<file path="src/rtl/hazard_stall_controller.sv">
// Hazard stall controller: load-use stalls, taken-branch flushes and mul/div waits.
// Optional HAZARD_STATS_EN adds saturating flush/bubble counters (ports always exist).
module hazard_stall_controller #(
  parameter int unsigned            REG_ADDR_W    = 4,
  parameter int unsigned            OPCODE_W      = 4,
  parameter logic [OPCODE_W-1:0]    LOAD_OPCODE   = 4'b1000,
  parameter int unsigned            MULDIV_CYCLES = 4,
  parameter int unsigned            STALL_CNT_W   = 8
) (
  input  logic                   clk,
  input  logic                   rst,
  input  logic                   id_valid,
  input  logic [REG_ADDR_W-1:0]  id_op1,
  input  logic [REG_ADDR_W-1:0]  id_op2,
  input  logic                   ex_valid,
  input  logic [OPCODE_W-1:0]    ex_opcode,
  input  logic [REG_ADDR_W-1:0]  ex_dest,
  input  logic                   branch_taken,
  input  logic                   muldiv_start,
  output logic                   pc_we,
  output logic                   ifid_we,
  output logic                   ifid_flush,
  output logic                   idex_bubble,
  output logic                   ex_hold,
  output logic                   busy,
  output logic [STALL_CNT_W-1:0] stall_count,
  output logic [STALL_CNT_W-1:0] flush_count,
  output logic [STALL_CNT_W-1:0] bubble_count
);

  typedef enum logic [0:0] {
    RUN         = 1'b0,
    MULDIV_WAIT = 1'b1
  } state_t;

  // The start cycle already counts as one hold cycle, and the exit cycle sees zero.
  localparam logic [3:0] WAIT_INIT = 4'(MULDIV_CYCLES - 2);

  state_t     state, state_nx;
  logic [3:0] wait_cnt, wait_cnt_nx;
  logic       load_use;

  assign load_use = id_valid & ex_valid & (ex_opcode == LOAD_OPCODE) &
                    ((id_op1 == ex_dest) | (id_op2 == ex_dest));

  // State register
  always_ff @(posedge clk) begin
    if (rst) begin
      state    <= RUN;
      wait_cnt <= '0;
    end else begin
      state    <= state_nx;
      wait_cnt <= wait_cnt_nx;
    end
  end

  // Next-state logic
  always_comb begin
    state_nx    = state;
    wait_cnt_nx = wait_cnt;
    unique case (state)
      RUN: begin
        if (muldiv_start) begin
          state_nx    = MULDIV_WAIT;
          wait_cnt_nx = WAIT_INIT;
        end
      end
      MULDIV_WAIT: begin
        if (wait_cnt == '0) begin
          state_nx = RUN;
        end else begin
          wait_cnt_nx = wait_cnt - 4'd1;
        end
      end
      default: begin
        state_nx    = RUN;
        wait_cnt_nx = '0;
      end
    endcase
  end

  // Output logic; reset overrides everything so no stall or hold leaks through
  always_comb begin
    pc_we       = 1'b1;
    ifid_we     = 1'b1;
    ifid_flush  = 1'b0;
    idex_bubble = 1'b0;
    ex_hold     = 1'b0;
    busy        = 1'b0;
    if (rst) begin
      pc_we       = 1'b0;
      ifid_we     = 1'b0;
      ifid_flush  = 1'b1;
      idex_bubble = 1'b1;
    end else begin
      unique case (state)
        RUN: begin
          if (muldiv_start) begin
            pc_we   = 1'b0;
            ifid_we = 1'b0;
            ex_hold = 1'b1;
          end else if (load_use) begin
            pc_we       = 1'b0;
            ifid_we     = 1'b0;
            idex_bubble = 1'b1;
          end else if (branch_taken) begin
            ifid_flush = 1'b1;
          end
        end
        MULDIV_WAIT: begin
          pc_we   = 1'b0;
          ifid_we = 1'b0;
          ex_hold = 1'b1;
          busy    = 1'b1;
        end
        default: begin
          pc_we   = 1'b0;
          ifid_we = 1'b0;
        end
      endcase
    end
  end

  always_ff @(posedge clk) begin
    if (rst) begin
      stall_count <= '0;
    end else if (!pc_we && (stall_count != '1)) begin
      stall_count <= stall_count + 1'b1;
    end
  end

`ifdef HAZARD_STATS_EN
  always_ff @(posedge clk) begin
    if (rst) begin
      flush_count  <= '0;
      bubble_count <= '0;
    end else begin
      if (ifid_flush && (flush_count != '1)) begin
        flush_count <= flush_count + 1'b1;
      end
      if (idex_bubble && (bubble_count != '1)) begin
        bubble_count <= bubble_count + 1'b1;
      end
    end
  end
`else
  assign flush_count  = '0;
  assign bubble_count = '0;
`endif

endmodule

</file>
<file path="config.mk">
export PLATFORM = sky130hd
export DESIGN_NAME = hazard_stall_controller
export DESIGN_NICKNAME = d
export VERILOG_FILES = /design/src/rtl/hazard_stall_controller.sv
export SDC_FILE = /design/constraint.sdc
export NUM_CORES = 1
export LEC_CHECK = 0
export BUFFER_PORTS_ARGS = -buffer_cell sky130_fd_sc_hd__buf_2
export CAP_MARGIN = 20
export CORE_MARGIN = 5
export CORE_UTILIZATION = 40
export DETAILED_ROUTE_END_ITERATION = 10
export PLACE_DENSITY = 0.75
export SLEW_MARGIN = 40
export SYNTH_ARGS = -nofsm -noshare
export SYNTH_HDL_FRONTEND = slang
export SYNTH_SLANG_ARGS = --single-unit
</file>
<file path="constraint.sdc">
create_clock -name clk -period 5 [get_ports clk]
set_input_delay 0.75 -clock clk [delete_from_list [all_inputs] [get_ports clk]]
set_output_delay 0.75 -clock clk [all_outputs]
set_load 0.01 [all_outputs]
</file>
==> results of run 1 <==
critical path, cell delays in order:
cell      delay, ns
buf_2          0.12
xor2_1         0.18
nor4_4         0.33
o2111a_1       0.26
a21o_1         0.12
buf_2          0.12
metrics by stage:
step	setup WS, ns	std cells	instance area (um2)	hold slack, ns
global route	2.30	183	1130	0.521
floorplan	2.54	133	1040	0.453
CTS	2.36	183	1130	0.505
global placement	2.38	179	1110	0.470
detailed placement	2.37	179	1110	0.490
finish	2.39	183	1130	0.502
power groups by stage:
| stage | logic, mW | clock network (mW) | registers (mW) |
|---|---|---|---|
| floorplan | 0.0582 | 0 | 0.120 |
| global placement | 0.0682 | 0 | 0.120 |
| detailed placement | 0.0706 | 0 | 0.120 |
| CTS | 0.0711 | 0.0687 | 0.118 |
| global route | 0.0803 | 0.0711 | 0.119 |
| finish | 0.0707 | 0.0653 | 0.118 |
layout by cell type (no fill, tap or decap), types with 2 or more instances in the layout:
master and instances:
nand2b_1 4, clkbuf_4 3, nor4_4 2, conb_1 16, xor2_1 8, nor2_1 12
o21ai_0 4, and3_1 3, buf_2 35, mux2_2 5, nor3_1 5, dfxtp_1 13
a21oi_1 5, nand2_1 5, inv_1 3, nor2b_1 6, ha_1 2, nand3_1 6
or3_1 2
state kept, by name, summed over array words and instances (netlist names):
| register | cells |
|---|---|
| state | 1 |
| stall_count | 8 |
| wait_cnt | 4 |
path summary, 6_finish.rpt:
path	from	end	slack, ns	depth (start not counted)
setup / recovery	ex_dest[1]	idex_bubble	2.39	6
hold / removal	wait_cnt[3]	wait_cnt[2]	0.50	2
setup reg to reg	state	stall_count[0]	3.21	4
hold reg to reg	wait_cnt[3]	wait_cnt[2]	0.50	2
routing by layer:
| layer | GRT usage | vias up | wire length, um |
|---|---|---|---|
| li1 | - | 448 | - |
| met2 | 0.208 | 41 | 948 |
| met4 | 0.0759 | 0 | 57 |
| met3 | 0.0151 | 5 | 251 |
| met5 | 0 | - | 0 |
| met1 | 0.134 | 404 | 792 |
area by class of cell:
class,instances,area share
inverters,3,0.00993
flip-flops and latches,13,0.230
multi-input cells,98,0.550
repair buffers,35,0.155
clock buffers,4,0.0232
well taps,30,0.0331
cell families (layout without fill, tap and decap cells):
kind of cell	after synthesis	in the layout	synth area share
simple gates	50	50	0.303
buf+inv	22	42	0.163
compound gates	16	16	0.104
flops	13	13	0.263
xor+xnor	8	8	0.0709
mux	6	6	0.0671
fa+ha+maj	2	2	0.0253
other cells	1	16	0.00379
==> impl_metrics.ini, run 1 <==
[power_and_ir_drop]
pwr-share-clk = 0.257
p_total_mw = 0.254
swShare = 0.324
seqPwrFrac = 0.464
power_switching_mw = 0.0822
peakVddDrop_mv = 0.123
p_leak_nw = 0.554
power_frac_comb = 0.278
p_int_mw = 0.172
p_per_area_mw_per_mm2 = 224

[grt]
grt_pass1_wl_mm = 3.31
first_global_vias = 803
grt_max_degree = 24
grt_overflow = 0
grt.total_usage = 0.119
antenna_found_initial = 0

[worst_setup_path]
cp_max_fo = 3
critPathCaptureType = output pin
worstPathRequired_ns = 4.25
crit_type = primary input to output pin
cp-start-kind = primary input
arrival_ns = 1.86

[logic_synthesis]
synth_top_area_frac = 0.263
synthCells = 118
synth_cell_type_count = 32
synthTopCellsByArea = dfxtp_1 (26%), buf_4 (13%), xor2_1 (7.1%)
synth_top_cells_by_count = buf_4 (17), dfxtp_1 (13), nor2_1 (12)
synth.most_common_cell = buf_4
synthArstFlopShare = 0
ys_ff_latch = 13
yosysWarnings = 0
synth_edf_count = 0
ys_seq_area_frac = 0.263
syn_avg_cell_area_um2 = 8.38
netlist_area_um2 = 988
synthFlopType = dfxtp_1
yosysTopAreaCell = dfxtp_1

[clock_tree]
cts.hold.buffers_added = 0
cts-root-buf = clkbuf_4
cts_tree = done
ctsResizeCount = 0
clkLatencyLatePin_ns = 0.28
path_clk_slew_ns = 0.08
cts_buffers = 3
max-clock-path-buffers = 2
cts.htree.levels = 1
postCtsSetupBuffers = 0
cts_sinks = 13

[sta]
fmax_mhz = 383
skew_ns = 0.00776
slew_violations = 0
hold_viol_final = 0
setup_tns_ns = 0
rsz0062_at_grt = false
tightest_slew_ns = 0.549
slew-limit-headroom = 0.632
setup_viol = 0
fin_crit_sh = 0.523
layout_min_cycle_time_ns = 2.61

[placement]
portBuffers = 35
hpwl_mm = 1.65
gp_congestion = 0.817

[die]
die_h_um = 59.7
die_w_um = 59.7
core_area_mm2 = 0.00241
dieArea_mm2 = 0.00357
num_rows = 18
ios = 52
start_util = 0.410

[final_layout]
areaGrowthSynthToFinish_pct = 14.7
fillers = 231
nets = 178
register_area_um2 = 260
finish.utilization = 0.470
antennaDiodeCount = 0
multi_input_area_um2 = 623
drive_gt1_frac = 0.314

[drt]
dr.pass1.iters = 4
vias = 898
wl_per_cell_um = 11.2
routed_wl_mm = 2.05
route.detailed.drc = 0
drt_first_iter_violations = 20
ant_nets = 0
viasPerCell = 4.91

[run_status]
status = finished clean

[min_path]
min_path_type = flop to flop

[run]
cap_viol_max_count = 0
No activity file was read; power rests on OpenSTA's default activity.
==> run 2, diff against run 1 <==
==> constraint.sdc (replaced) <==
create_clock -name clk -period 2.5 [get_ports clk]
set_input_delay 0.375 -clock clk [delete_from_list [all_inputs] [get_ports clk]]
set_output_delay 0.375 -clock clk [all_outputs]
set_load 0.01 [all_outputs]
==> run 2 against run 1 <==
Clock skew decreased by 0.0073 ns. Clock power increased by 91%. Register-to-register slack got worse by 2.5 ns. Power increased by 99%. Die area unchanged. Combinational power increased by 100%. Sequential cell count unchanged. Cell area increased by 0.66%.
==> impl_metrics.ini, run 2 (synthesized netlist as in run 1, its figures left out) <==
[die]
start_util = 0.410
die_w_um = 59.7
ios = 52
dieArea_mm2 = 0.00357
core_area_mm2 = 0.00241
die_h_um = 59.7
num_rows = 18

[final_layout]
final_common_cell = buf_2
design_area_mm2 = 0.00114
areaGrowthSynthToFinish_pct = 15.4
multi_input_area_um2 = 623
top_register = stall_count
nets = 179
mostFrequentLayoutCells = buf_2 (35), conb_1 (16), dfxtp_1 (13)
antennaDiodeCount = 0
final_cells = 184
top_regs = stall_count (8), wait_cnt (4), state (1)
drive_gt1_frac = 0.318
fillers = 233
register_area_um2 = 260
largest_reg_flops = 8
finish.utilization = 0.474

[worst_setup_path]
critPathCaptureType = output pin
regToRegStartpoint = state
cp-start-kind = primary input
arrival_ns = 1.52
cp_max_fo = 3
worstPathRequired_ns = 2.12
critPathLaunch = ex_dest[1]
crit_type = primary input to output pin

[clock_tree]
postCtsSetupBuffers = 0
cts_buffers = 3
path_clk_slew_ns = 0.08
max-clock-path-buffers = 2
cts-root-buf = clkbuf_4
ctsResizeCount = 0
clkLatencyLatePin_ns = 0.26
cts_tree = done
cts.htree.levels = 1
cts_sinks = 13
cts.hold.buffers_added = 0

[run_status]
status = finished clean

[min_path]
holdCritStartpoint = wait_cnt[3]
min_path_type = flop to flop

[drt]
dr.pass1.iters = 4
viasPerCell = 4.86
drt_first_iter_violations = 12
wl_per_cell_um = 11.7
route.detailed.drc = 0
ant_nets = 0
vias = 894
routed_wl_mm = 2.15

[sta]
tightest_slew_ns = 0.529
fin_crit_sh = 0.757
hold_viol_final = 0
holdWs_ns = 0.513
rsz0062_at_grt = false
slew_violations = 0
setup_viol = 0
layout_min_cycle_time_ns = 1.89
setup_ws_ns = 0.608
skew_ns = 0.000473
slew-limit-headroom = 0.645
fmax_mhz = 529
setup_tns_ns = 0

[power_and_ir_drop]
p_per_area_mw_per_mm2 = 442
p_leak_nw = 0.558
p_total_mw = 0.505
peakVddDrop_mv = 0.256

[grt]
grt.total_usage = 0.111
grt_pass1_wl_mm = 3.11
grt_max_degree = 23
first_global_vias = 775
antenna_found_initial = 0
grt_overflow = 0

[placement]
place_ws_ns = 0.507
place_area_mm2 = 0.00111
gp_congestion = 0.878
hpwl_mm = 1.78
dp_cells = 180
portBuffers = 35

[run]
cap_viol_max_count = 0
==> run 2: changes by cell type in the layout (fill, tap and decap cells not counted), sizes merged <==
cell / delta
buf: +1
==> run 2: routing by layer <==
metal | global-route usage | share of wire | vias up
met3 | 0.0151 | 0.11 | 2
met5 | 0 | 0 | -
li1 | - | - | 451
met4 | 0.0475 | 0.012 | 0
met2 | 0.201 | 0.48 | 37
met1 | 0.127 | 0.40 | 404
==> run 2: path summary, 6_finish.rpt <==
path                                        to  slack, ns  depth (start not counted)
worst max-delay path               idex_bubble       0.61                          6
worst min-delay path               wait_cnt[2]       0.51                          2
worst max register to register  stall_count[0]       0.73                          4
worst min register to register     wait_cnt[2]       0.51                          2
==> run 2: critical path, stage by stage <==
cell      delay, ns
buf_2          0.11
xor2_1         0.18
nor4_4         0.34
o2111a_1       0.26
a21o_1         0.12
buf_2          0.12
==> run 2: report_power, final <==
| group | leakage (nW) | switching, mW | total, mW | internal, mW |
|---|---|---|---|---|
| combinational | 0.437 | 0.0821 | 0.144 | 0.0615 |
| sequential | 0.106 | 0.0153 | 0.236 | 0.221 |
| clock | 0.0150 | 0.0633 | 0.125 | 0.0615 |
| total | 0.558 | 0.161 | 0.505 | 0.344 |
==> run 2: final cells by class <==
type | count | share of cell area
multi-input cells | 98 | 0.546
well taps | 30 | 0.0329
repair buffers | 36 | 0.160
clock buffers | 4 | 0.0230
inverters | 3 | 0.00987
flip-flops and latches | 13 | 0.228
==> run 3, diff against run 2 <==
--- a/config.mk
+++ b/config.mk
@@ -10,7 +10,7 @@
 export CORE_MARGIN = 5
 export CORE_UTILIZATION = 40
 export DETAILED_ROUTE_END_ITERATION = 10
-export PLACE_DENSITY = 0.75
+export PLACE_DENSITY = 0.78
 export SLEW_MARGIN = 40
 export SYNTH_ARGS = -nofsm -noshare
 export SYNTH_HDL_FRONTEND = slang
==> constraint.sdc (replaced) <==
create_clock -name clk -period 1.66 [get_ports clk]
set_input_delay 0.249 -clock clk [delete_from_list [all_inputs] [get_ports clk]]
set_output_delay 0.249 -clock clk [all_outputs]
set_load 0.01 [all_outputs]
==> run 3 against run 2 <==
Worst hold slack got worse by 0.10 ns. First-iteration DRC count rose to 2.7 times the previous value. Cell count is 4.3% higher. Combinational power is 80% higher. Via count increased by 6.5%. Core utilization rose by 4.4 points. Cell area up 9.3%. Critical endpoint unchanged. Largest cell class unchanged.
==> impl_metrics.ini, run 3 (synthesized netlist as in run 1, its figures left out) <==
[run_status]
status = finished clean

[sta]
setup_tns_ns = 0
hold_viol_final = 0
layout_min_cycle_time_ns = 1.64
fmax_mhz = 610
fin_crit_sh = 0.987
setup_viol = 0
holdWs_ns = 0.410
skew_ns = 0.00357
rsz0062_at_grt = false
slew_violations = 0

[worst_setup_path]
cp_max_fo = 3
critPathBufInv = 2
cp-start-kind = primary input
crit_type = primary input to output pin
max_stage_delay_ns = 0.32
cp_slowest_cell = nor4_4
critPathTopFamily = compound AO/OA/AOI/OAI gates
arrival_ns = 1.39
critPathCaptureType = output pin
cpMostUsedCell = buf_2
worstPathRequired_ns = 1.41
crit_chain = buf_2 -> xor2_1 -> nor4_4 -> o2111a_1 -> a21o_1 -> buf_2
r2r_setup_slack_ns = 0.08

[final_layout]
final_common_cell = buf_2
nets = 187
design_area_mm2 = 0.00125
top_register = stall_count
mostFrequentLayoutCells = buf_2 (35), conb_1 (16), dfxtp_1 (13)
multi_input_area_um2 = 669
largest_reg_flops = 8
register_area_um2 = 260
areaGrowthSynthToFinish_pct = 26.2
fillers = 234
top_regs = stall_count (8), wait_cnt (4), state (1)
antennaDiodeCount = 0
drive_gt1_frac = 0.407

[power_and_ir_drop]
p_leak_nw = 0.597
peakVddDrop_mv = 0.334
p_per_area_mw_per_mm2 = 644

[placement]
portBuffers = 35
hpwl_mm = 1.83
place_area_mm2 = 0.00116
gp_congestion = 0.871

[clock_tree]
max-clock-path-buffers = 2
cts-root-buf = clkbuf_4
cts.htree.levels = 1
cts.hold.buffers_added = 0
clkLatencyLatePin_ns = 0.27
cts_sinks = 13
path_clk_slew_ns = 0.08
cts_buffers = 3
cts_tree = done

[grt]
grt.total_usage = 0.132
antenna_found_initial = 0
grt_max_degree = 23
grt_pass1_wl_mm = 3.64
grt_overflow = 0
first_global_vias = 875

[drt]
routed_wl_mm = 2.44
wl_per_cell_um = 12.7
dr.pass1.iters = 4
route.detailed.drc = 0
viasPerCell = 4.96
vias = 952
ant_nets = 0
drt_first_iter_violations = 32

[die]
dieArea_mm2 = 0.00357
die_w_um = 59.7
core_area_mm2 = 0.00241
ios = 52
die_h_um = 59.7
start_util = 0.410
num_rows = 18

[min_path]
min_path_type = primary input to flop

[run]
cap_viol_max_count = 0
[run 3: changes by cell type in the layout (fill, tap and decap cells not counted), sizes merged]
cell  before  now
buf       36   44
[run 3: report_power, final]
part,switching (mW),internal [mW]
logic,0.143,0.116
registers,0.0169,0.333
clock network,0.101,0.0931
[run 3: stage by stage]
step | worst slack [ns] | instances | utilization | power (mW)
after floorplan | 0.0504 | 133 | - | 0.538
after global placement | -0.0963 | 186 | 0.481 | 0.590
after detailed placement | -0.212 | 186 | 0.481 | 0.604
after CTS | 0.000889 | 191 | 0.503 | 0.803
after global routing | 0.00693 | 192 | 0.518 | 0.854
final | 0.0210 | 192 | 0.518 | 0.804
[run 3: path summary, 6_finish.rpt]
kind / from / end / cells past startpoint
max: ex_dest[1] / idex_bubble / 6
min: rst / stall_count[4] / 3
max reg2reg: state / stall_count[0] / 4
min reg2reg: wait_cnt[3] / wait_cnt[2] / 2
[run 3: cell type report]
class	instances	area share
sequential	13	0.209
inverter	3	0.00903
tap	30	0.0301
timing repair buffer	44	0.195
clock buffer	4	0.0211
multi-input combinational	98	0.537
[run 3: repair_timing]
action | in CTS | in global routing
gates resized for setup | 4 | 6
setup buffers | 1 | 1
endpoints found under the setup margin | 3 | 10
pin swaps | 2 | 4
[run 3: worst min-delay path, cell delays in order]
cell     delay, ns
buf_2         0.10
buf_4         0.24
a21oi_2       0.05
[run 3: per-layer routing]
| metal | track usage | vias to the layer above | part of all wire |
|---|---|---|---|
| li1 | - | 465 | - |
| met1 | 0.143 | 439 | 0.37 |
| met2 | 0.239 | 46 | 0.51 |
| met3 | 0.0302 | 2 | 0.11 |
| met4 | 0.0601 | 0 | 0.0033 |
| met5 | 0 | - | 0 |
